**config.mk**
```make
export PLATFORM = sky130hd
export DESIGN_NAME = pe_row_sequencer
export DESIGN_NICKNAME = d
export VERILOG_FILES = /design/src/rtl/conv_pkg.sv /design/src/rtl/pe_row_sequencer.sv
export SDC_FILE = /design/constraint.sdc
export NUM_CORES = 1
export LEC_CHECK = 0
export CAP_MARGIN = 20
export CORE_ASPECT_RATIO = 0.6
export CORE_MARGIN = 2
export CORE_UTILIZATION = 46
export DETAILED_ROUTE_END_ITERATION = 6
export PLACE_DENSITY = 0.8
export SETUP_SLACK_MARGIN = 0.3
export SLEW_MARGIN = 10
export SYNTH_ARGS = -nofsm -noshare
export SYNTH_HDL_FRONTEND = slang
export SYNTH_SLANG_ARGS = --single-unit
```
**constraint.sdc**
```tcl
create_clock -name clk -period 2.6 [get_ports clk]
set_input_delay 0.78 -clock clk [delete_from_list [all_inputs] [get_ports clk]]
set_output_delay 0.78 -clock clk [all_outputs]
set_load 0.02 [all_outputs]
```
**src/rtl/conv_pkg.sv**
```systemverilog
// Shared constants, state encoding and row-slice helpers for the conv tile.
// ZERO_ROW_SKIP_EN adds the SKIP state for all-zero weight rows.
package conv_pkg;

  localparam int DEF_WIN_SIZE  = 3;
  localparam int DEF_IN_WIDTH  = 5;
  localparam int DEF_W_WIDTH   = 8;
  localparam int DEF_ACC_WIDTH = 15;

  localparam logic [2:0] ST_IDLE  = 3'd0;
  localparam logic [2:0] ST_ISSUE = 3'd1;
  localparam logic [2:0] ST_DROP  = 3'd2;
  localparam logic [2:0] ST_OUT   = 3'd3;
  localparam logic [2:0] ST_SKIP  = 3'd4;

  typedef enum logic [2:0] {
    IDLE  = ST_IDLE,
    ISSUE = ST_ISSUE,
    DROP  = ST_DROP,
`ifdef ZERO_ROW_SKIP_EN
    SKIP  = ST_SKIP,
`endif
    OUT   = ST_OUT
  } state_t;

  function automatic int row_off(input int r, input int row_w);
    return r * row_w;
  endfunction

endpackage

```
**src/rtl/pe_row_sequencer.sv**
```systemverilog
// Runs one 3x3 window through a single PE row by row, chaining partials.
// Build with ZERO_ROW_SKIP_EN to bypass rows whose weights are all zero.
module pe_row_sequencer
  import conv_pkg::*;
#(
  parameter int WIN_SIZE  = DEF_WIN_SIZE,
  parameter int IN_WIDTH  = DEF_IN_WIDTH,
  parameter int W_WIDTH   = DEF_W_WIDTH,
  parameter int ACC_WIDTH = DEF_ACC_WIDTH
) (
  input  logic clk,
  input  logic rst,
  input  logic wload_valid,
  input  logic [WIN_SIZE*WIN_SIZE*W_WIDTH-1:0] wload_data,
  input  logic win_valid,
  output logic win_ready,
  input  logic [WIN_SIZE*WIN_SIZE*IN_WIDTH-1:0] win_data,
  output logic pe_start,
  output logic [WIN_SIZE*IN_WIDTH-1:0] pe_in_data,
  output logic [WIN_SIZE*W_WIDTH-1:0] pe_in_filter,
  output logic [ACC_WIDTH-1:0] pe_in_partial,
  input  logic [ACC_WIDTH-1:0] pe_out_data,
  input  logic pe_finished,
  output logic res_valid,
  input  logic res_ready,
  output logic [ACC_WIDTH-1:0] res_data,
  output logic busy
);

  localparam int DROW = WIN_SIZE * IN_WIDTH;
  localparam int WROW = WIN_SIZE * W_WIDTH;

  state_t state;
  logic [1:0] row;
  logic [ACC_WIDTH-1:0] partial;
  logic [WIN_SIZE*WIN_SIZE*W_WIDTH-1:0] filt_q;
  logic [WIN_SIZE*WIN_SIZE*IN_WIDTH-1:0] win_q;

  logic [DROW-1:0] d_rows [WIN_SIZE];
  logic [WROW-1:0] w_rows [WIN_SIZE];

  always_comb begin
    for (int r = 0; r < WIN_SIZE; r++) begin
      d_rows[r] = win_q[row_off(r, DROW) +: DROW];
      w_rows[r] = filt_q[row_off(r, WROW) +: WROW];
    end
  end

  assign pe_in_data    = d_rows[row];
  assign pe_in_filter  = w_rows[row];
  assign pe_in_partial = (row == 2'd0) ? '0 : partial;
  assign win_ready     = (state == IDLE);
  assign busy          = (state != IDLE);

`ifdef ZERO_ROW_SKIP_EN
  logic [WIN_SIZE-1:0] w_zero;
  logic first_zero;

  // Row 0 is judged on the weights that will be live after this edge.
  always_comb begin
    for (int r = 0; r < WIN_SIZE; r++)
      w_zero[r] = (w_rows[r] == '0);
    first_zero = wload_valid ? (wload_data[WROW-1:0] == '0)
                             : w_zero[0];
  end
`endif

  always_ff @(posedge clk) begin
    if (rst) begin
      state     <= IDLE;
      row       <= '0;
      partial   <= '0;
      filt_q    <= '0;
      win_q     <= '0;
      pe_start  <= 1'b0;
      res_valid <= 1'b0;
      res_data  <= '0;
    end else begin
      unique case (state)
        IDLE: begin
          if (wload_valid)
            filt_q <= wload_data;
          if (win_valid) begin
            win_q   <= win_data;
            row     <= '0;
            partial <= '0;
`ifdef ZERO_ROW_SKIP_EN
            if (first_zero) begin
              state <= SKIP;
            end else begin
              state    <= ISSUE;
              pe_start <= 1'b1;
            end
`else
            state    <= ISSUE;
            pe_start <= 1'b1;
`endif
          end
        end
        ISSUE: begin
          if (pe_finished) begin
            partial  <= pe_out_data;
            pe_start <= 1'b0;
            state    <= DROP;
          end
        end
        DROP: begin
          if (!pe_finished) begin
            if (row < 2'd2) begin
              row <= row + 2'd1;
`ifdef ZERO_ROW_SKIP_EN
              if (w_zero[row + 2'd1]) begin
                state <= SKIP;
              end else begin
                state    <= ISSUE;
                pe_start <= 1'b1;
              end
`else
              state    <= ISSUE;
              pe_start <= 1'b1;
`endif
            end else begin
              res_data  <= partial;
              res_valid <= 1'b1;
              state     <= OUT;
            end
          end
        end
`ifdef ZERO_ROW_SKIP_EN
        SKIP: begin
          if (row < 2'd2) begin
            row <= row + 2'd1;
            if (w_zero[row + 2'd1]) begin
              state <= SKIP;
            end else begin
              state    <= ISSUE;
              pe_start <= 1'b1;
            end
          end else begin
            res_data  <= partial;
            res_valid <= 1'b1;
            state     <= OUT;
          end
        end
`endif
        OUT: begin
          if (res_ready) begin
            res_valid <= 1'b0;
            state     <= IDLE;
          end
        end
        default: state <= IDLE;
      endcase
    end
  end

endmodule
```
* Yosys cells after proc, flatten, opt, wreduce, memory -nomap -nowiden *
Cells that the tools add are included.

operators by class
  add/subtract/negate cells = 1
  magnitude comparators = 2
  equality and inequality tests = 9
  multiplexer cells = 29
  bitwise operators = 3
  reduce and logical (&&, ||, !) cells = 15

operator list
  cell                 count
  $mux 15              5
  $bmux 24 s2          1
  $mux 24              2
  $bmux 15 s2          1
  $pmux 15 s2          1
  $mux 3               4
  $ne 2x2->1 const B   6
  $pmux 3 s4           1
  $reduce_and 4->1     3
  $mux 2               4
  $mux 1               7
  $eq 3x2->1 const B   2
  $reduce_and 3->1     2
  $reduce_bool 2->1    3
  $reduce_bool 3->1    2
  $reduce_and 5->1     1
  $pmux 2 s2           1
  $reduce_and 2->1     2
  $eq 3x1->1 const B   1
  $ge 3x3->1 const B   1
  $logic_not 3->1      1
  $not 2->3            1
  $pmux 1 s3           1
  $add 2x1->2 const B  1
  other kinds (4)      5

storage, ports and cells
  flip-flop bits (word level) = 154
  bits of input ports = 138
  output and inout port bits = 73

* Longest topological paths before layout *
  depth after elaboration = 4
  depth in mapped cells = 7
  gate-level depth less buffers = 4

* Worst setup path before layout *
No wires, ideal clock.

  path kind = register to output
  start point = register row[1]
  end point = output port pe_in_partial[0]
  arrival = 1.711 ns
  required time = 1.820 ns
  path slack = 0.109 ns
  cell stages (with the launch flop) = 8
  buffers on the path = 4
  cells stage by stage = dfxtp_1 > buf_6 > clkbuf_1 > buf_2 > inv_1 > ha_1 > clkbuf_1 > nor2b_1

between the ends
  cells in the longest elaborated chain, start to end = 2

ends and longest elaborated chain
  element                 RTL line                 source
  from (decl)             pe_row_sequencer.sv:34   logic [1:0] row;
  from (signal assigned)  pe_row_sequencer.sv:110  row <= row + 2'd1;
  $logic_not 2->1         pe_row_sequencer.sv:51   assign pe_in_partial = (row == 2'd0) ? '0 : partial;
  $mux 15                 pe_row_sequencer.sv:51
  to (decl)               pe_row_sequencer.sv:21   output logic [ACC_WIDTH-1:0] pe_in_partial,

No other way between the ends.

* Worst setup path after layout *
  start point = register row[0]
  end point = output port pe_in_data[8]

between the ends
  cells in the longest elaborated chain, start to end = 4

ends and longest elaborated chain
  element                                      RTL line                source
  $not 2->3 (not written as such)              pe_row_sequencer.sv:49  assign pe_in_data = d_rows[row];
  $bmux 15 s2                                  pe_row_sequencer.sv:49
  $mux 15 (not written as such) (2 in series)  pe_row_sequencer.sv:49
  to (decl)                                    pe_row_sequencer.sv:19  output logic [WIN_SIZE*IN_WIDTH-1:0] pe_in_data,

No other way between the ends. The select of a mux whose other input is x is not followed.

==> results.sh <==
export IMPL_status="complete, no violations"
export IMPL_cp_buffers_inverters=4
export IMPL_clkTransAtPathRegs_ns=0.06
export IMPL_finalPower_mw=6.11
export IMPL_cts_hold_buf=0
export IMPL_ys_flop_type="dfxtp_1"
export IMPL_die_area_um2=15200
export IMPL_finalHoldViolations=0
export IMPL_io_buffers=210
export IMPL_track_usage=0.252
export IMPL_finalSetupViolCount=0
export IMPL_nets=1182
export IMPL_leakage_nw=3.76
export IMPL_synthTopCellsByArea="dfxtp_1, nand2_1, a21oi_1"
export IMPL_synth_edf_count=0
export IMPL_whs_endpoint="res_data[11]$_SDFFE_PP0P_"
export IMPL_syn_area_per_cell_um2=7.86
export IMPL_post_route_drc_count=0
export IMPL_layout_common_cells="nand2_1, clkdlybuf4s50_1, dfxtp_1"
export IMPL_start_util=0.474
export IMPL_die_w_um=158
export IMPL_syn_nets=968
export IMPL_yosys_warnings=0
export IMPL_cp_arrival_ns=1.68
export IMPL_syn_to_final_growth_pct=53.6
export IMPL_power_density_nw_per_um2=610
export IMPL_async_flop_share=0
export IMPL_fmax_mhz=407
export IMPL_grt_pass1_vias=5793
export IMPL_numClockSinks=153
export IMPL_endpoint_kind="output pin"
export IMPL_ant_nets=0
export IMPL_place_gp_congestion=0.794
export IMPL_use_met2=0.389
export IMPL_fp_coreArea_um2=13700
export IMPL_syn_inst=829
export IMPL_peakVddDrop_mv=0.379
export IMPL_antenna_found_initial=2
export IMPL_first_pass_iters=5
export IMPL_drive_above_1_share=0.187
export IMPL_busiest_layer="met2"
export IMPL_die_height_um=96.2
export IMPL_place_hpwl_mm=12.3
export IMPL_ff2ff_path_depth=5
export IMPL_whs_path_depth=2
export IMPL_ys_seq_elements=153
export IMPL_std_cell_rows=33
export IMPL_wire_per_inst_um=15.9
export IMPL_finClkSkew_ns=0.00832
export IMPL_critPathSlowestCell="dfxtp_4"
export IMPL_netlist_area_um2=6520
export IMPL_fin_util=0.728
export IMPL_hp_start="res_data[11]$_SDFFE_PP0P_"
export IMPL_combPwrFrac=0.146
export IMPL_fillerInstances=1083
export IMPL_worst_ep_required_time_ns=1.82
export IMPL_tritoncts="yes"
export IMPL_layout_commonest_cell="nand2_1"
export IMPL_hp_class="flip-flop to flip-flop"
export IMPL_grt_max_degree=73
export IMPL_criticalPathCategory="flip-flop to output pin"
export IMPL_tightest_slew_ns=0.436
export IMPL_r2r_start="state[1]$_SDFFE_PP0P_"
export IMPL_placed_cell_area_um2=8830
export IMPL_cp_max_fo=6
export IMPL_cts_htree_levels=4
export IMPL_period_needed_ns=2.46
export IMPL_finalSetupTns_ns=0
export IMPL_timing_rr_end="filt_q[10]$_SDFFE_PP0P_"
export IMPL_maxSlewViolCount=0
export IMPL_numCtsBuffers=17
export IMPL_seqPwrFrac=0.420
export IMPL_area_sequential_um2=3070
export IMPL_rsz0062_at_grt="true"
export IMPL_final_area_um2=10000
export IMPL_cpPeakStageDelay_ns=0.36
export IMPL_synth_top_cell_area_share=0.470
export IMPL_ff2ff_setup_slack_ns=1.03
export IMPL_clockRootBuffer="clkbuf_16"
export IMPL_max_cap_violations=0
export IMPL_synth_top_area_cell="dfxtp_1"
export IMPL_grt_util_met3=0.0738
export IMPL_dr_total_vias=6399
export IMPL_internal_power_mw=4.58
export IMPL_grt_ovfl_total=0
export IMPL_max_slew_margin=0.702
export IMPL_cp_top_family="buffers and inverters"
export IMPL_post_drt_via_cell_ratio=5.13
export IMPL_p_sw_mw=1.53
export IMPL_ys_types=31
export IMPL_cp_common_cell="buf_12"
export IMPL_crit_chain="buf_8 -> buf_12 -> buf_12 -> mux2i_2 -> o21ai_0 -> buf_2"
export IMPL_ys_seq_area_frac=0.470
export IMPL_drtIter0Drc=424
export IMPL_clockBufferDepth=2
export IMPL_multi_input_area_um2=3310
export IMPL_wl_mm=19.9
export IMPL_pwr_share_clk=0.434
export IMPL_min_period_over_period=0.946
export IMPL_clk_latency_ns=0.41
export IMPL_switching_share=0.250
export IMPL_grt_pass1_wl_mm=29.8
export IMPL_startpoint_type="flip-flop"
export IMPL_io_pins=211
export IMPL_grt_use_met1=0.347
worst max path at each step:
stage,slack (ns),cells after the start,from,end
floorplan,0.36,7,row[1]$_SDFFE_PP0P_,pe_in_partial[0]
global placement,0.14,4,row[0]$_SDFFE_PP0P_,pe_in_filter[0]
detailed placement,0.13,4,row[0]$_SDFFE_PP0P_,pe_in_filter[0]
CTS,0.13,4,row[0]$_SDFFE_PP0P_,pe_in_data[6]
global route,0.08,6,row[0]$_SDFFE_PP0P_,pe_in_filter[22]
finish,0.14,6,row[0]$_SDFFE_PP0P_,pe_in_data[8]
kinds of logic (layout without fill, tap and decap cells):
group / after synthesis / after routing / synth area share
other: 0 / 1 / 0
multiplexers: 54 / 54 / 0.0829
buffers and inverters: 70 / 296 / 0.0628
flip-flops: 153 / 153 / 0.470
AO/OA/AOI/OAI: 180 / 180 / 0.144
AND/OR/NAND/NOR: 371 / 371 / 0.239
adder cells (fa/ha/maj): 1 / 1 / 0.00192
power by group through the flow:
stage	Clock [mW]	Sequential, mW	Combinational [mW]
final	2.65	2.56	0.894
after global routing	2.79	2.58	0.972
after CTS	2.69	2.55	0.854
after detailed placement	0	2.61	0.865
after global placement	0	2.60	0.853
after floorplan	0	2.59	0.481
worst reg2reg max path: stages (launching register included):
cell and delay (ns):
dfxtp_1 0.31, buf_4 0.19, or3b_2 0.51, buf_12 0.22, nand2_1 0.14, a21oi_1 0.08
area by class of cell:
| type | instances | share of cell area |
|---|---|---|
| antenna | 1 | 0.000250 |
| clock buffer | 19 | 0.0442 |
| clock inverter | 12 | 0.0187 |
| inverter | 4 | 0.00175 |
| multi-input combinational | 606 | 0.331 |
| sequential | 153 | 0.307 |
| tap | 192 | 0.0240 |
| timing repair buffer | 261 | 0.274 |
layer usage:
metal	up-vias	wire, um
li1	3158	-
met4	2	161
met1	3005	9050
met5	-	13
met3	16	1920
met2	218	8740
repair_timing:
action / CTS / global route
gates resized for setup: 293 / 119
gates cloned: 3 / 3
pin swaps: 5 / 3
setup buffers: 17 / 7
endpoints found under the setup margin: 56 / 53
metrics by stage:
stage	cells	worst slack, ns	hold WS [ns]
after floorplan	829	0.360	0.436
after global placement	1186	0.143	0.441
after detailed placement	1186	0.128	0.447
after CTS	1237	0.126	0.455
after global routing	1247	0.0780	0.470
final	1248	0.141	0.453
flip-flops by register name (all words and copies together), names as in the netlist:
register   cells
pe_start       1
partial       15
win_q         45
res_valid      1
row            2
state          2
filt_q        72
res_data      15
cell usage after synthesis (all sizes together), types with 2 or more instances:
cell type  instances
dfxtp            153
or3b               2
nor3b              3
buf               39
inv                4
nand2            319
clkbuf            27
mux2i             54
nor3               2
nand2b            18
o21ai             32
nor2               3
nor2b             17
o22ai              8
nand3              2
a21oi            137
(Power assumes the default switching activity.)
